### config.mk
export PLATFORM = sky130hd
export DESIGN_NAME = stos_ext
export DESIGN_NICKNAME = d
export VERILOG_FILES = /design/src/rtl/stos_pkg.sv /design/src/rtl/stos_mux.sv /design/src/rtl/stos_ext.sv
export SDC_FILE = /design/constraint.sdc
export NUM_CORES = 1
export LEC_CHECK = 0
export BUFFER_PORTS_ARGS = -buffer_cell sky130_fd_sc_hd__clkbuf_2
export CAP_MARGIN = 20
export CORE_UTILIZATION = 65
export DETAILED_ROUTE_END_ITERATION = 10
export PLACE_DENSITY = 0.84
export SYNTH_ARGS = -nofsm -noshare
export SYNTH_HDL_FRONTEND = slang
export SYNTH_SLANG_ARGS = --single-unit
### constraint.sdc
create_clock -name i_clk -period 5.3 [get_ports i_clk]
set_input_delay 0.53 -clock i_clk [delete_from_list [all_inputs] [get_ports i_clk]]
set_output_delay 0.53 -clock i_clk [all_outputs]
set_load 0.1 [all_outputs]
### src/rtl/stos_pkg.sv
// Shared types and default sizes for the stos_ext hardware stack.
package stos_pkg;

    localparam int unsigned STOS_DATA_ROZM_DEF = 8;
    localparam int unsigned STOS_ROZM_DEF      = 16;
    localparam int unsigned STOS_ZRODLA_DEF    = 2;

    typedef enum logic [1:0] {
        PUSTY,
        CZESC,
        PELNY
    } stos_stan_e;

    typedef enum logic [1:0] {
        OP_NOP,
        OP_PUSH,
        OP_POP,
        OP_ZAMIEN
    } stos_op_e;

endpackage

### src/rtl/stos_mux.sv
// N-way push source selector; a select value outside the source range yields zero.
module stos_mux
    import stos_pkg::*;
#(
    parameter int unsigned STOS_data_rozm = STOS_DATA_ROZM_DEF,
    parameter int unsigned STOS_Zrodla    = STOS_ZRODLA_DEF
) (
    input  logic [$clog2(STOS_Zrodla)-1:0]                i_stos_sel,
    input  logic [STOS_Zrodla-1:0][STOS_data_rozm-1:0]    i_data_in,
    output logic [STOS_data_rozm-1:0]                     o_wdata
);

    localparam int unsigned SW = $clog2(STOS_Zrodla);

    always_comb begin
        o_wdata = '0;
        for (int i = 0; i < int'(STOS_Zrodla); i++) begin
            if (i_stos_sel == SW'(i)) begin
                o_wdata = i_data_in[i];
            end
        end
    end

endmodule

### src/rtl/stos_ext.sv
// Parametrised LIFO stack with registered top word, occupancy FSM and N push sources.
// Define STOS_ERR_EN to add the err_clr input and sticky ovf/udf outputs.
module stos_ext
    import stos_pkg::*;
#(
    parameter int unsigned STOS_data_rozm = STOS_DATA_ROZM_DEF,
    parameter int unsigned STOS_Rozm      = STOS_ROZM_DEF,
    parameter int unsigned STOS_Zrodla    = STOS_ZRODLA_DEF
) (
    input  logic                                          i_clk,
    input  logic                                          i_rst,
    input  logic                                          i_push,
    input  logic                                          i_pop,
    input  logic [$clog2(STOS_Zrodla)-1:0]                i_stos_sel,
    input  logic [STOS_Zrodla-1:0][STOS_data_rozm-1:0]    i_data_in,
    output logic [STOS_data_rozm-1:0]                     o_data_out,
    output logic [$clog2(STOS_Rozm+1)-1:0]                o_count,
    output logic                                          o_full,
    output logic                                          o_empty
`ifdef STOS_ERR_EN
    ,
    input  logic                                          i_err_clr,
    output logic                                          o_ovf,
    output logic                                          o_udf
`endif
);

    localparam int unsigned CW = $clog2(STOS_Rozm + 1);
    localparam int unsigned AW = $clog2(STOS_Rozm);
    localparam int unsigned MD = 1 << AW;

    stos_stan_e                r_stan;
    stos_stan_e                w_stan_nxt;
    stos_op_e                  w_op;
    logic [STOS_data_rozm-1:0] r_top;
    logic [STOS_data_rozm-1:0] r_mem [MD];
    logic [STOS_data_rozm-1:0] w_wdata;
    logic [CW-1:0]             r_count;
    logic [AW-1:0]             w_wr_idx;
    logic [AW-1:0]             w_rd_idx;
    logic                      w_push_ok;
    logic                      w_pop_ok;
    logic                      w_ovf_set;
    logic                      w_udf_set;

    stos_mux #(
        .STOS_data_rozm (STOS_data_rozm),
        .STOS_Zrodla    (STOS_Zrodla)
    ) u_mux (
        .i_stos_sel (i_stos_sel),
        .i_data_in  (i_data_in),
        .o_wdata    (w_wdata)
    );

    // mem holds the words below the top; the next free slot is count-1.
    assign w_wr_idx = AW'(r_count - CW'(1));
    assign w_rd_idx = AW'(r_count - CW'(2));

    always_comb begin
        w_op = OP_NOP;
        if (i_push && i_pop) begin
            w_op = (r_stan == PUSTY) ? OP_PUSH : OP_ZAMIEN;
        end else if (i_push) begin
            w_op = OP_PUSH;
        end else if (i_pop) begin
            w_op = OP_POP;
        end
    end

    assign w_push_ok = (w_op == OP_PUSH) && (r_stan != PELNY);
    assign w_pop_ok  = (w_op == OP_POP) && (r_stan != PUSTY);
    assign w_ovf_set = (w_op == OP_PUSH) && (r_stan == PELNY);
    assign w_udf_set = (w_op == OP_POP) && (r_stan == PUSTY);

    always_ff @(posedge i_clk) begin
        if (i_rst) begin
            r_stan <= PUSTY;
        end else begin
            r_stan <= w_stan_nxt;
        end
    end

    always_comb begin
        w_stan_nxt = r_stan;
        unique case (r_stan)
            PUSTY: begin
                if (w_push_ok) w_stan_nxt = CZESC;
            end
            CZESC: begin
                if (w_push_ok && (r_count == CW'(STOS_Rozm - 1))) begin
                    w_stan_nxt = PELNY;
                end else if (w_pop_ok && (r_count == CW'(1))) begin
                    w_stan_nxt = PUSTY;
                end
            end
            PELNY: begin
                if (w_pop_ok) w_stan_nxt = CZESC;
            end
            default: w_stan_nxt = PUSTY;
        endcase
    end

    always_comb begin
        o_full     = (r_stan == PELNY);
        o_empty    = (r_stan == PUSTY);
        o_data_out = (r_stan == PUSTY) ? '0 : r_top;
        o_count    = r_count;
    end

    always_ff @(posedge i_clk) begin
        if (i_rst) begin
            r_top   <= '0;
            r_count <= '0;
        end else if (w_push_ok) begin
            r_top   <= w_wdata;
            r_count <= r_count + CW'(1);
        end else if (w_pop_ok) begin
            r_top   <= (r_count == CW'(1)) ? '0 : r_mem[w_rd_idx];
            r_count <= r_count - CW'(1);
        end else if (w_op == OP_ZAMIEN) begin
            r_top <= w_wdata;
        end
    end

    // Storage array carries no reset; contents are dead once count drops.
    always_ff @(posedge i_clk) begin
        if (!i_rst && w_push_ok && (r_stan != PUSTY)) begin
            r_mem[w_wr_idx] <= r_top;
        end
    end

`ifdef STOS_ERR_EN
    logic r_ovf;
    logic r_udf;

    always_ff @(posedge i_clk) begin
        if (i_rst || i_err_clr) begin
            r_ovf <= 1'b0;
            r_udf <= 1'b0;
        end else begin
            if (w_ovf_set) r_ovf <= 1'b1;
            if (w_udf_set) r_udf <= 1'b1;
        end
    end

    assign o_ovf = r_ovf;
    assign o_udf = r_udf;
`else
    logic w_unused;
    assign w_unused = w_ovf_set ^ w_udf_set;
`endif

endmodule

# Word level (Yosys, flattened, before mapping)
# Memories as Yosys holds them, arrays and structs flattened.
# Cells that the tools add are included.
[op_classes]
addsub = 3
n_reduce_logical = 13
muxes = 19
eq_ne = 11
[op_table]
columns = ["cell", "n"]
rows = [
  ["$mux W8", 6],
  ["$mux W2", 8],
  ["$mux W5", 2],
  ["$logic_and A1 B1 Y1", 7],
  ["$eq A2 B2 Y1 const B", 3],
  ["$pmux W2 S3", 1],
  ["$add A5 B1 Y5 const B", 1],
  ["$eq A5 B1 Y1 const B", 1],
  ["$eq A5 B4 Y1 const B", 1],
  ["$sub A5 B1 Y5 const B", 1],
  ["$eq A2 B1 Y1 const B", 2],
  ["$ne A2 B1 Y1 const B", 2],
  ["$reduce_bool A2 Y1", 2],
  ["$sub A4 B2 Y4 const B", 1],
  ["$ne A3 B3 Y1 const B", 1],
  ["$reduce_and A3 Y1", 1],
  ["$reduce_bool A3 Y1", 1],
  ["$logic_not A2 Y1", 1],
  ["$mux W1", 2],
  ["$ne A2 B2 Y1 const B", 1],
  ["$logic_not A1 Y1", 1],
]
[word_totals]
word_cells = 50
out_inout_bits = 15
input_bits = 21
ramBits = 128
memories = 1
regBits = 15
[mem_list]
columns = ["memory", "depth", "word_bits", "rd", "rd_ports_with_merged_regs", "wr", "line_no", "source"]
rows = [
  ["r_mem", 16, 8, 1, 0, 1, "stos_ext.sv:36", "logic [STOS_data_rozm-1:0] r_mem [MD];"],
]

# Longest topological paths before layout
# Gate-level depths: netlist of the first run.
[depth]
word_depth = 9
depth_mapped = 10
ltp_nobuf = 7

# Cells and area by module
# From an unflattened synthesis of the first run, not the netlist that was laid out.
[unflattened]
hier_cells = 395
hier_area_um2 = 6341.1
[modules_own_cells]
columns = ["mod", "area_each_um2", "seq_area_each_um2", "n_inst", "cells_per_inst"]
rows = [
  ["stos_ext", 6209.7, 4144.0, 1, 386],
  ["stos_mux", 131.4, 0.0, 1, 9],
]

# Worst setup path after synthesis of the first run
# No wires, ideal clock.
[synth_path]
path_kind = "register to register"
start = "register r_count[1] (netlist: o_count[1])"
end = "register r_top[6]"
t_arrival_ns = 3.302
required_time_ns = 5.166
setup_slack_ns = 1.864
setup_ns = 0.134
path_buffers = 3
path_stages_with_launch = 11
period_less_slack_ns = 3.436
path_cell_list = "dfxtp_1 buf_2 buf_2 inv_1 ha_1 xor2_2 buf_6 mux4_2 mux2_2 o22ai_1 a211oi_1"
[synth_between]
elab_chain_len = 5
word_cells_on_any_way = 6
classes_between = "add/sub (1); eq/ne (1); mux (3); memory (1)"
[synth_rtl]
columns = ["element", "line_no", "source"]
rows = [
  ["start, declared", "stos_ext.sv:38", "logic [CW-1:0] r_count;"],
  ["start signal, assigned", "stos_ext.sv:116", "r_count <= r_count + CW'(1);"],
  ["start signal, assigned", "stos_ext.sv:119", "r_count <= r_count - CW'(1);"],
  ["$sub A4 B2 Y4", "stos_ext.sv:57", "assign w_rd_idx = AW'(r_count - CW'(2));"],
  ["$mem_v2 Z16 W8", "--", ""],
  ["$mux W8 (*)", "stos_ext.sv:118", "r_top <= (r_count == CW'(1)) ? '0 : r_mem[w_rd_idx];"],
  ["$mux W8 (*)", "stos_ext.sv:117", "end else if (w_pop_ok) begin"],
  ["$mux W8 (*)", "stos_ext.sv:114", "end else if (w_push_ok) begin"],
  ["end signal, assigned", "stos_ext.sv:115", "r_top <= w_wdata;"],
  ["end signal, assigned", "stos_ext.sv:118", ""],
  ["end signal, assigned", "stos_ext.sv:121", "r_top <= w_wdata;"],
  ["end, declared", "stos_ext.sv:35", "logic [STOS_data_rozm-1:0] r_top;"],
]
# Every way passes the cells marked *; elsewhere a longest branch is shown, timed or not.
# A chain may end at the register's enable or synchronous reset.

# Final worst setup path of the first run
# Ends and elaborated chain as after synthesis.

==> results of run 1 <==
-- power by group through the flow --
stage | clock (W) | combinational (W) | sequential, W
3_3_place_gp | 0 | 0.000343 | 0.00130
4_1_cts | 0.00112 | 0.000358 | 0.00127
5_1_grt | 0.00116 | 0.000382 | 0.00127
3_5_place_dp | 0 | 0.000352 | 0.00130
6_report | 0.00112 | 0.000362 | 0.00127
2_1_floorplan | 0 | 0.000232 | 0.00132
-- placed cells by master, fill, tap and decap left out, types with 2 or more instances in the layout --
cell type,instances
a21oi_1,12
xor2_1,2
ha_1,10
buf_4,7
nand2_1,56
nand3_1,4
nand2b_1,2
dfxtp_1,14
edfxtp_1,128
a211oi_1,8
mux4_2,31
inv_1,6
o22ai_1,4
a21boi_0,2
nor2_1,29
o21ai_0,7
mux2_2,7
clkbuf_2,35
mux2i_1,8
clkinvlp_4,4
clkinv_2,2
bufinv_16,2
nor2b_1,8
nor3_1,2
a31oi_1,2
inv_6,3
clkbuf_16,16
xnor2_1,4
and3_1,2
-- worst max path at each step --
stage,depth (start not counted),slack [ns],end,startpoint
after detailed placement,8,2.07,r_top[6]$_SDFFE_PP0P_,o_count[1]$_SDFFE_PP0P_
after floorplan,10,1.86,r_top[6]$_SDFFE_PP0P_,o_count[1]$_SDFFE_PP0P_
after global placement,8,2.16,r_top[6]$_SDFFE_PP0P_,o_count[1]$_SDFFE_PP0P_
after global routing,8,1.85,r_top[6]$_SDFFE_PP0P_,o_count[1]$_SDFFE_PP0P_
final,8,2.07,r_top[6]$_SDFFE_PP0P_,o_count[1]$_SDFFE_PP0P_
after CTS,8,2.03,r_top[6]$_SDFFE_PP0P_,o_count[1]$_SDFFE_PP0P_
-- layer usage --
layer	up-vias	share of wire, %	global-route usage, %
met4	0	4.8	18.0
met2	229	47	49.1
met5	-	0	0
met3	49	8.9	6.88
met1	1750	39	41.8
li1	1546	-	-
-- logic make-up after synthesis --
family | Yosys count
flops | 143
simple gates | 111
mux | 47
compound gates | 39
buf+inv | 26
fa+ha+maj | 10
xor+xnor | 7
-- through the flow --
stage	worst slack, ns	instance area, sq um
6_report	2.07	6900
5_1_grt	1.85	6900
2_1_floorplan	1.86	6080
3_3_place_gp	2.16	6340
3_5_place_dp	2.07	6340
4_1_cts	2.03	6900
-- area by class of cell --
class,instances,share of cell area [%]
clock buffer,18,6.06
clock inverter,13,2.01
inverter,6,0.326
multi-input combinational,214,26.3
sequential,143,60.1
tap,108,1.96
timing repair buffer,42,3.30
-- sequential cells by signal (all words and copies together) (netlist names) --
| signal | flops |
|---|---|
| o_count | 5 |
| r_stan | 2 |
| r_top | 8 |
| r_mem | 128 |
==> results.sh, run 1 <==
export IMPL_worst_r2r_path_depth=8
export IMPL_fin_crit_ns=3.23
export IMPL_die_h_um=98.7
export IMPL_crit_path_max_fanout=37
export IMPL_antenna_found_initial=0
export IMPL_post_route_util_pct=77.6
export IMPL_r2r_slack_ns=2.07
export IMPL_area_growth_syn_to_layout_pct=13.5
export IMPL_hp_class="in2reg"
export IMPL_multiInputGateArea_sq_um=1810
export IMPL_critPathCaptureType="register"
export IMPL_finalPower_w=0.00275
export IMPL_drt_antenna_violating_nets=0
export IMPL_cts_root_buf="clkbuf_8"
export IMPL_totalWireLength_um=13900
export IMPL_grt_setup_unrepaired="no"
export IMPL_hold_path_depth=2
export IMPL_slew_violations=0
export IMPL_synthArstFlopShare_pct=0
export IMPL_drc=0
export IMPL_post_synth_top_count_cell="edfxtp_1"
export IMPL_core_sq_um=8890
export IMPL_switching_share_pct=25.7
export IMPL_final_layout_size_suffix_gt1_share_pct=25.7
export IMPL_fin_setup_tns_ns=0
export IMPL_intPower_w=0.00205
export IMPL_cp_arrival_ns=3.62
export IMPL_regArea_sq_um=4150
export IMPL_pwr_density_cell_nw_per_um2=399
export IMPL_synth_compound_area_share_pct=3.99
export IMPL_drtPass1Iterations=5
export IMPL_status="complete, no violations"
export IMPL_grt_pass1_vias=3567
export IMPL_ys_seq_elements=143
export IMPL_clk_path_buf_depth=2
export IMPL_crit_chain="buf_4 > inv_1 > ha_1 > xor2_2 > mux4_1 > mux2_2 > o22ai_1 > a211oi_1"
export IMPL_start_util_pct=68.4
export IMPL_die_area_sq_um=9750
export IMPL_synth_cell_types=42
export IMPL_h_tree_depth=4
export IMPL_synth_fa_ha_area_share_pct=2.06
export IMPL_synthMuxAreaShare_pct=14.5
export IMPL_portBuffers=35
export IMPL_switchingPower_w=0.000707
export IMPL_tightest_slew_ns=1.02
export IMPL_worst_hold_slack_ns=0.375
export IMPL_post_cts_resized=0
export IMPL_cts_tree="done"
export IMPL_max_freq_ghz=0.310
export IMPL_p_leak_nw=2.39
export IMPL_hold_viol=0
export IMPL_synth_largest_area_cell="edfxtp_1"
export IMPL_dieWidth_um=98.7
export IMPL_insertion_delay_ns=0.53
export IMPL_antennaDiodeCount=0
export IMPL_pwr_share_clk_pct=40.6
export IMPL_finalCritPeriodShare_pct=60.8
export IMPL_r2r_end="r_top[6]$_SDFFE_PP0P_"
export IMPL_slowest_delay_ns=0.63
export IMPL_synth_top_family_by_area="multiplexers"
export IMPL_cap_viol_max_count=0
export IMPL_syn_area_per_cell_sq_um=15.9
export IMPL_ys_flop_type="edfxtp_1"
export IMPL_combinationalPowerShare_pct=13.1
export IMPL_grt_pass1_wl_um=21100
export IMPL_fillers=468
export IMPL_startpoint_type="register"
export IMPL_synthTopCellsByArea="edfxtp_1 63%, mux4_2 11%, dfxtp_1 4.9%"
export IMPL_synthSimpleGateAreaFrac_pct=8.11
export IMPL_ys_seq_area_share_pct=68.1
export IMPL_finalSetupViolations=0
export IMPL_gp_congestion=0.885
export IMPL_hpwl_um=8480
export IMPL_overflow=0
export IMPL_p_seq_share_pct=46.2
export IMPL_cts_setup_buffers=0
export IMPL_cts_hold_buffers=0
export IMPL_cp_slowest_cell="mux4_1"
export IMPL_drt_iter0_drc=403
export IMPL_critPathBufInv=2
export IMPL_num_rows=34
export IMPL_dpl_cell_count=513
export IMPL_slew_headroom_pct=31.7
export IMPL_cp_required_ns=5.70
export IMPL_hold_path_end="r_stan[0]$_SDFFE_PP0P_"
export IMPL_hold_start="i_push"
export IMPL_finClkSkew_ns=0.00562
export IMPL_cts_inserted_buffers=17
export IMPL_path_class="reg2reg"
export IMPL_syn_instance_count=383
export IMPL_synthesis_area_sq_um=6080
export IMPL_cts_num_sinks=143
export IMPL_synth_top_area_share_pct=63.2
export IMPL_grt_total_usage_pct=31.5
export IMPL_ios=36
export IMPL_synth_edff_count=128
export IMPL_ir_worst_vdd_mv=0.272
export IMPL_yosys_area_share_xor_xnor_pct=1.13
export IMPL_synth_top_cells_by_count="128 x edfxtp_1, 56 x nand2_1, 31 x mux4_2, 29 x nor2_1, 15 x dfxtp_1"
export IMPL_final_nets=455
export IMPL_yosys_warnings=0
export IMPL_vias=3574
export IMPL_path_clk_slew_ns=0.06
export IMPL_r2r_start="o_count[1]$_SDFFE_PP0P_"
export IMPL_grt_max_degree=38
export IMPL_critPathTopFamily="multiplexers"
export IMPL_vias_per_cell=6.57
export IMPL_fin_cells=544
export IMPL_wl_per_cell_um=25.5
export IMPL_synthesis_nets=414
No activity file was read; power rests on OpenSTA's default activity.
==> run 2, diff against run 1 <==
CORE_UTILIZATION = 60   (was 65)
PLACE_DENSITY = 0.79   (was 0.84)
clock period = 3 ns   (was 5.3 ns; I/O delays follow)
==> results.sh, run 2 (same netlist as run 1, synthesis figures left out) <==
export IMPL_slew_violations=0
export IMPL_pwr_share_clk_pct=40.3
export IMPL_r2r_end="r_top[3]$_SDFFE_PP0P_"
export IMPL_fin_crit_ns=2.51
export IMPL_portBuffers=35
export IMPL_cts_tree="done"
export IMPL_cp_slowest_cell="dfxtp_1"
export IMPL_final_layout_size_suffix_gt1_share_pct=29.5
export IMPL_crit_chain="inv_1 > ha_1 > xor2_2 > buf_4 > mux4_2 > mux2_2 > o22ai_1 > a211oi_1"
export IMPL_switchingPower_w=0.00126
export IMPL_grt_max_degree=37
export IMPL_regMostFlops="r_mem"
export IMPL_r2r_slack_ns=0.49
export IMPL_clk_path_buf_depth=2
export IMPL_cts_num_sinks=143
export IMPL_cts_inserted_buffers=17
export IMPL_status="complete, no violations"
export IMPL_post_route_util_pct=72.1
export IMPL_finalCritPeriodShare_pct=83.6
export IMPL_combinationalPowerShare_pct=12.9
export IMPL_finalSetupViolations=0
export IMPL_cts_root_buf="clkbuf_8"
export IMPL_cp_required_ns=3.37
export IMPL_wl_per_cell_um=22.3
export IMPL_hold_viol=0
export IMPL_fillers=639
export IMPL_worstSetupStartpoint="o_count[2]$_SDFFE_PP0P_"
export IMPL_vias=3587
export IMPL_cp_endpoint="r_top[3]$_SDFFE_PP0P_"
export IMPL_final_common_cell="edfxtp_1"
export IMPL_num_rows=36
export IMPL_p_seq_share_pct=46.8
export IMPL_area_growth_syn_to_layout_pct=16.4
export IMPL_place_ws_ns=0.548
export IMPL_p_leak_nw=2.48
export IMPL_fin_cells=590
export IMPL_placed_cell_area_sq_um=6530
export IMPL_fin_ws_ns=0.491
export IMPL_grt_pass1_wl_um=19800
export IMPL_cp_arrival_ns=2.88
export IMPL_insertion_delay_ns=0.52
export IMPL_drtPass1Iterations=6
export IMPL_r2r_start="o_count[2]$_SDFFE_PP0P_"
export IMPL_pwr_density_cell_nw_per_um2=679
export IMPL_die_area_sq_um=10500
export IMPL_final_nets=475
export IMPL_switching_share_pct=26.1
export IMPL_grt_pass1_vias=3576
export IMPL_stdcell_area_sq_um=7080
export IMPL_drt_iter0_drc=261
export IMPL_overflow=0
export IMPL_max_freq_ghz=0.399
export IMPL_path_clk_slew_ns=0.06
export IMPL_cap_viol_max_count=0
export IMPL_h_tree_depth=4
export IMPL_post_cts_resized=0
export IMPL_final_cell_mix="128 x edfxtp_1, 56 x nand2_1, 35 x clkbuf_2"
export IMPL_tightest_slew_ns=0.879
export IMPL_die_h_um=103
export IMPL_drc=0
export IMPL_slowest_delay_ns=0.52
export IMPL_slew_headroom_pct=41.2
export IMPL_intPower_w=0.00355
export IMPL_grt_setup_unrepaired="no"
export IMPL_startpoint_type="register"
export IMPL_dieWidth_um=103
export IMPL_dpl_cell_count=558
export IMPL_totalWireLength_um=13100
export IMPL_finClkSkew_ns=0.00671
export IMPL_ir_worst_vdd_mv=0.377
export IMPL_largest_register_ff_count=128
export IMPL_antenna_found_initial=0
export IMPL_core_sq_um=9820
export IMPL_antennaDiodeCount=0
export IMPL_ios=36
export IMPL_vias_per_cell=6.08
export IMPL_gp_congestion=0.870
export IMPL_critPathCaptureType="register"
export IMPL_path_class="reg2reg"
export IMPL_cts_setup_buffers=0
export IMPL_crit_path_max_fanout=9
export IMPL_hpwl_um=8430
export IMPL_cts_hold_buffers=0
export IMPL_fin_setup_tns_ns=0
export IMPL_worst_r2r_path_depth=8
export IMPL_hp_class="in2reg"
export IMPL_grt_total_usage_pct=27.6
export IMPL_drt_antenna_violating_nets=0
export IMPL_start_util_pct=61.9
-- run 2: worst min-delay path by stage --
stage                                    to  slack, ns                     from  cells after the start
finish               r_stan[0]$_SDFFE_PP0P_       0.17                   i_push                      2
global route         r_stan[0]$_SDFFE_PP0P_       0.18                   i_push                      2
CTS                  r_stan[0]$_SDFFE_PP0P_       0.16                   i_push                      2
detailed placement  o_count[4]$_SDFFE_PP0P_       0.62  o_count[4]$_SDFFE_PP0P_                      2
global placement    o_count[4]$_SDFFE_PP0P_       0.58  o_count[4]$_SDFFE_PP0P_                      2
floorplan             r_top[0]$_SDFFE_PP0P_       0.37                    i_rst                      1
-- run 2: layout make-up --
| cell class | instances | area [sq um] | area share, % |
|---|---|---|---|
| flip-flops and latches | 143 | 4150 | 58.6 |
| multi-input cells | 214 | 1810 | 25.6 |
| clock buffers | 17 | 414 | 5.85 |
| repair buffers | 62 | 378 | 5.34 |
| well taps | 133 | 166 | 2.35 |
| clock inverters | 15 | 138 | 1.94 |
| inverters | 6 | 22.5 | 0.318 |
-- run 2: per-layer routing --
layer | wire length (um) | global-route usage (%)
met5 | 0 | 0
met4 | 595 | 14.4
met3 | 845 | 6.03
met2 | 6680 | 46.4
met1 | 5020 | 33.7
-- run 2: through the flow --
step / power [W] / hold slack (ns)
CTS: 0.00482 / 0.158
global placement: 0.00289 / 0.578
global route: 0.00495 / 0.176
floorplan: 0.00274 / 0.373
finish: 0.00481 / 0.171
detailed placement: 0.00291 / 0.621
-- run 2: power groups by stage --
| stage | clock network, W | registers, W | logic (W) |
|---|---|---|---|
| finish | 0.00194 | 0.00225 | 0.000621 |
| global placement | 0 | 0.00229 | 0.000602 |
| detailed placement | 0 | 0.00229 | 0.000614 |
| floorplan | 0 | 0.00233 | 0.000409 |
| CTS | 0.00195 | 0.00225 | 0.000622 |
| global route | 0.00204 | 0.00225 | 0.000662 |
-- run 2: worst max-delay path, delay by kind of cell, from the launching register on --
| family | cells | cell delay (ns) |
|---|---|---|
| muxes | 2 | 0.59 |
| DFF | 1 | 0.52 |
| buffers and inverters | 2 | 0.39 |
| AOI/OAI and AO/OA | 2 | 0.37 |
| adders and majority gates | 1 | 0.25 |
| xor gates and xnor gates | 1 | 0.23 |
==> run 3, diff against run 2 <==
ABC_AREA = 1   (was default)
CORE_UTILIZATION = 55   (was 60)
PLACE_DENSITY = 0.76   (was 0.79)
clock period = 2.1 ns   (was 3 ns; I/O delays follow)
==> results.sh, run 3 <==
export IMPL_syn_area_per_cell_sq_um=10.1
export IMPL_status="complete, no violations"
export IMPL_synth_top_cells_by_count="143 x nand2_1, 128 x edfxtp_1, 86 x nor2_1, 71 x nand3_1, 66 x inv_1"
export IMPL_fin_cells=838
export IMPL_synth_largest_area_cell="edfxtp_1"
export IMPL_dieWidth_um=110
export IMPL_path_clk_slew_ns=0.06
export IMPL_vias_per_cell=5.78
export IMPL_m1WireLength_um=6250
export IMPL_vias=4847
export IMPL_drc=0
export IMPL_final_nets=714
export IMPL_grt_pass1_vias=4654
export IMPL_synthesis_nets=672
export IMPL_finalPower_w=0.00792
export IMPL_cp_required_ns=2.20
export IMPL_num_rows=39
export IMPL_final_layout_size_suffix_gt1_share_pct=18.1
export IMPL_top_layer="met4"
export IMPL_die_area_sq_um=12200
export IMPL_synthTopCellsByArea="edfxtp_1 59%, nand2_1 8.3%, nand3_1 5.5%"
export IMPL_largest_register_ff_count=128
export IMPL_hp_class="in2reg"
export IMPL_p_leak_nw=3.08
export IMPL_final_common_cell="nand2_1"
export IMPL_synthArstFlopShare_pct=0
export IMPL_antenna_found_initial=0
export IMPL_cts_hold_buffers=0
export IMPL_synth_top_area_share_pct=59.4
export IMPL_synth_cell_types=30
export IMPL_wl_met2_um=7790
export IMPL_hpwl_um=10400
export IMPL_dpl_cell_count=806
export IMPL_pwr_density_cell_nw_per_um2=1040
export IMPL_drt_iter0_drc=729
export IMPL_finalCritPeriodShare_pct=97.9
export IMPL_grt_total_usage_pct=27.6
export IMPL_cap_viol_max_count=0
export IMPL_cts_tree="done"
export IMPL_syn_instance_count=641
export IMPL_grt_max_degree=62
export IMPL_synth_edff_count=128
export IMPL_cp_arrival_ns=2.16
export IMPL_wl_per_cell_um=19.5
export IMPL_finClkSkew_ns=0.00518
export IMPL_stdcell_area_sq_um=7640
export IMPL_dr_wl_met3_um=1710
export IMPL_ys_seq_elements=143
export IMPL_cts_root_buf="clkbuf_16"
export IMPL_drtPass1Iterations=6
export IMPL_crit_path_max_fanout=8
export IMPL_finalSetupViolations=0
export IMPL_fillers=812
export IMPL_die_h_um=110
export IMPL_ir_worst_vdd_mv=0.581
export IMPL_cts_inserted_buffers=17
export IMPL_fin_crit_ns=2.06
export IMPL_post_synth_top_count_cell="nand2_1"
export IMPL_drt_antenna_violating_nets=0
export IMPL_yosys_warnings=0
export IMPL_slew_violations=0
export IMPL_hold_viol=0
export IMPL_synthesis_area_sq_um=6470
export IMPL_ys_seq_area_share_pct=64.1
export IMPL_core_sq_um=11400
export IMPL_h_tree_depth=4
export IMPL_clk_path_buf_depth=2
export IMPL_grt_pass1_wl_um=25200
export IMPL_cts_num_sinks=143
export IMPL_ios=36
export IMPL_grt_setup_unrepaired="yes"
export IMPL_final_cell_mix="139 x nand2_1, 128 x edfxtp_1, 71 x nand3_1"
export IMPL_area_growth_syn_to_layout_pct=18.1
export IMPL_critPathCaptureType="register"
export IMPL_slew_headroom_pct=63.5
export IMPL_tightest_slew_ns=0.550
export IMPL_start_util_pct=56.7
export IMPL_post_route_util_pct=66.9
export IMPL_placed_cell_area_sq_um=6990
export IMPL_ys_flop_type="edfxtp_1"
export IMPL_path_class="reg2reg"
export IMPL_overflow=0
export IMPL_portBuffers=35
export IMPL_totalWireLength_um=16300
export IMPL_antennaDiodeCount=0
export IMPL_max_freq_ghz=0.486
export IMPL_gp_congestion=0.896
export IMPL_startpoint_type="register"
export IMPL_insertion_delay_ns=0.41
export IMPL_regMostFlops="r_mem"
-- run 3: cell types whose count changed in the layout (fill, tap and decap cells not counted), sizes merged, moves of 8 or more --
cell / before / now
buf: 27 / 19
inv: 10 / 69
mux4: 32 / 0
nand2: 56 / 151
nand3: 4 / 72
nor2: 29 / 86
nor2b: 8 / 0
o21ai: 7 / 43
-- run 3: critical path, stage by stage, from the launching register on --
cell and delay (ns):
dfxtp_1 0.33, or2_1 0.33, nand2_4 0.11, nand3_4 0.11
nor3_4 0.30, nand2_2 0.28, nor2_4 0.28
-- run 3: routing by layer --
| layer | GRT usage (%) | up-vias |
|---|---|---|
| met2 | 43.4 | 319 |
| met5 | 0 | - |
| met4 | 13.2 | 0 |
| li1 | - | 2221 |
| met3 | 6.48 | 44 |
| met1 | 36.3 | 2263 |
-- run 3: cell families (layout without fill, tap and decap cells) --
logic type                 Yosys count  count (layout)  synth area share, %
and+or+nand+nor                    312             312                 20.6
DFF                                143             143                 64.1
buffers and inverters               98             152                 6.27
AOI/OAI and AO/OA                   70              70                 5.73
adders and majority gates           10              10                 1.93
xor gates and xnor gates             4               4                0.832
muxes                                4               4                0.619
-- run 3: final cells by class --
| class | count | area (sq um) | share of cell area, % |
|---|---|---|---|
| Sequential cell | 143 | 4150 | 54.4 |
| Multi-Input combinational cell | 400 | 2080 | 27.3 |
| Clock buffer | 18 | 429 | 5.62 |
| Timing Repair Buffer | 51 | 333 | 4.36 |
| Inverter | 70 | 267 | 3.49 |
| Clock inverter | 13 | 195 | 2.55 |
| Tap cell | 143 | 179 | 2.34 |
-- run 3: repair_timing --
item	in CTS	in global routing
setup buffers	0	1
resized for setup	0	5
endpoints found under the setup margin	0	91
-- run 3: per-stage QoR --
stage                     setup TNS, ns  hold WS (ns)  worst slack [ns]
after floorplan                   -3.75         0.411            -0.259
after global placement                0         0.554             0.140
after detailed placement              0         0.586            0.0830
after CTS                             0         0.158            0.0381
after global routing              -1.47         0.181           -0.0415
final                                 0         0.169            0.0437
-- run 3: path summary, 6_finish.rpt --
path	slack, ns	endpoint	start	depth (start not counted)
setup / recovery	0.04	r_mem[15][1]$_DFFE_PP_	r_stan[1]$_SDFFE_PP0P_	6
hold / removal	0.17	r_stan[0]$_SDFFE_PP0P_	i_rst	2
hold reg to reg	0.59	r_stan[0]$_SDFFE_PP0P_	r_stan[0]$_SDFFE_PP0P_	3
setup reg to reg	0.04	r_mem[15][1]$_DFFE_PP_	r_stan[1]$_SDFFE_PP0P_	6
-- run 3: where the power goes --
part	switching, W	internal, W	total, W
sequential	0.0000342	0.00317	0.00321
clock	0.00108	0.00208	0.00316
combinational	0.00112	0.000427	0.00155
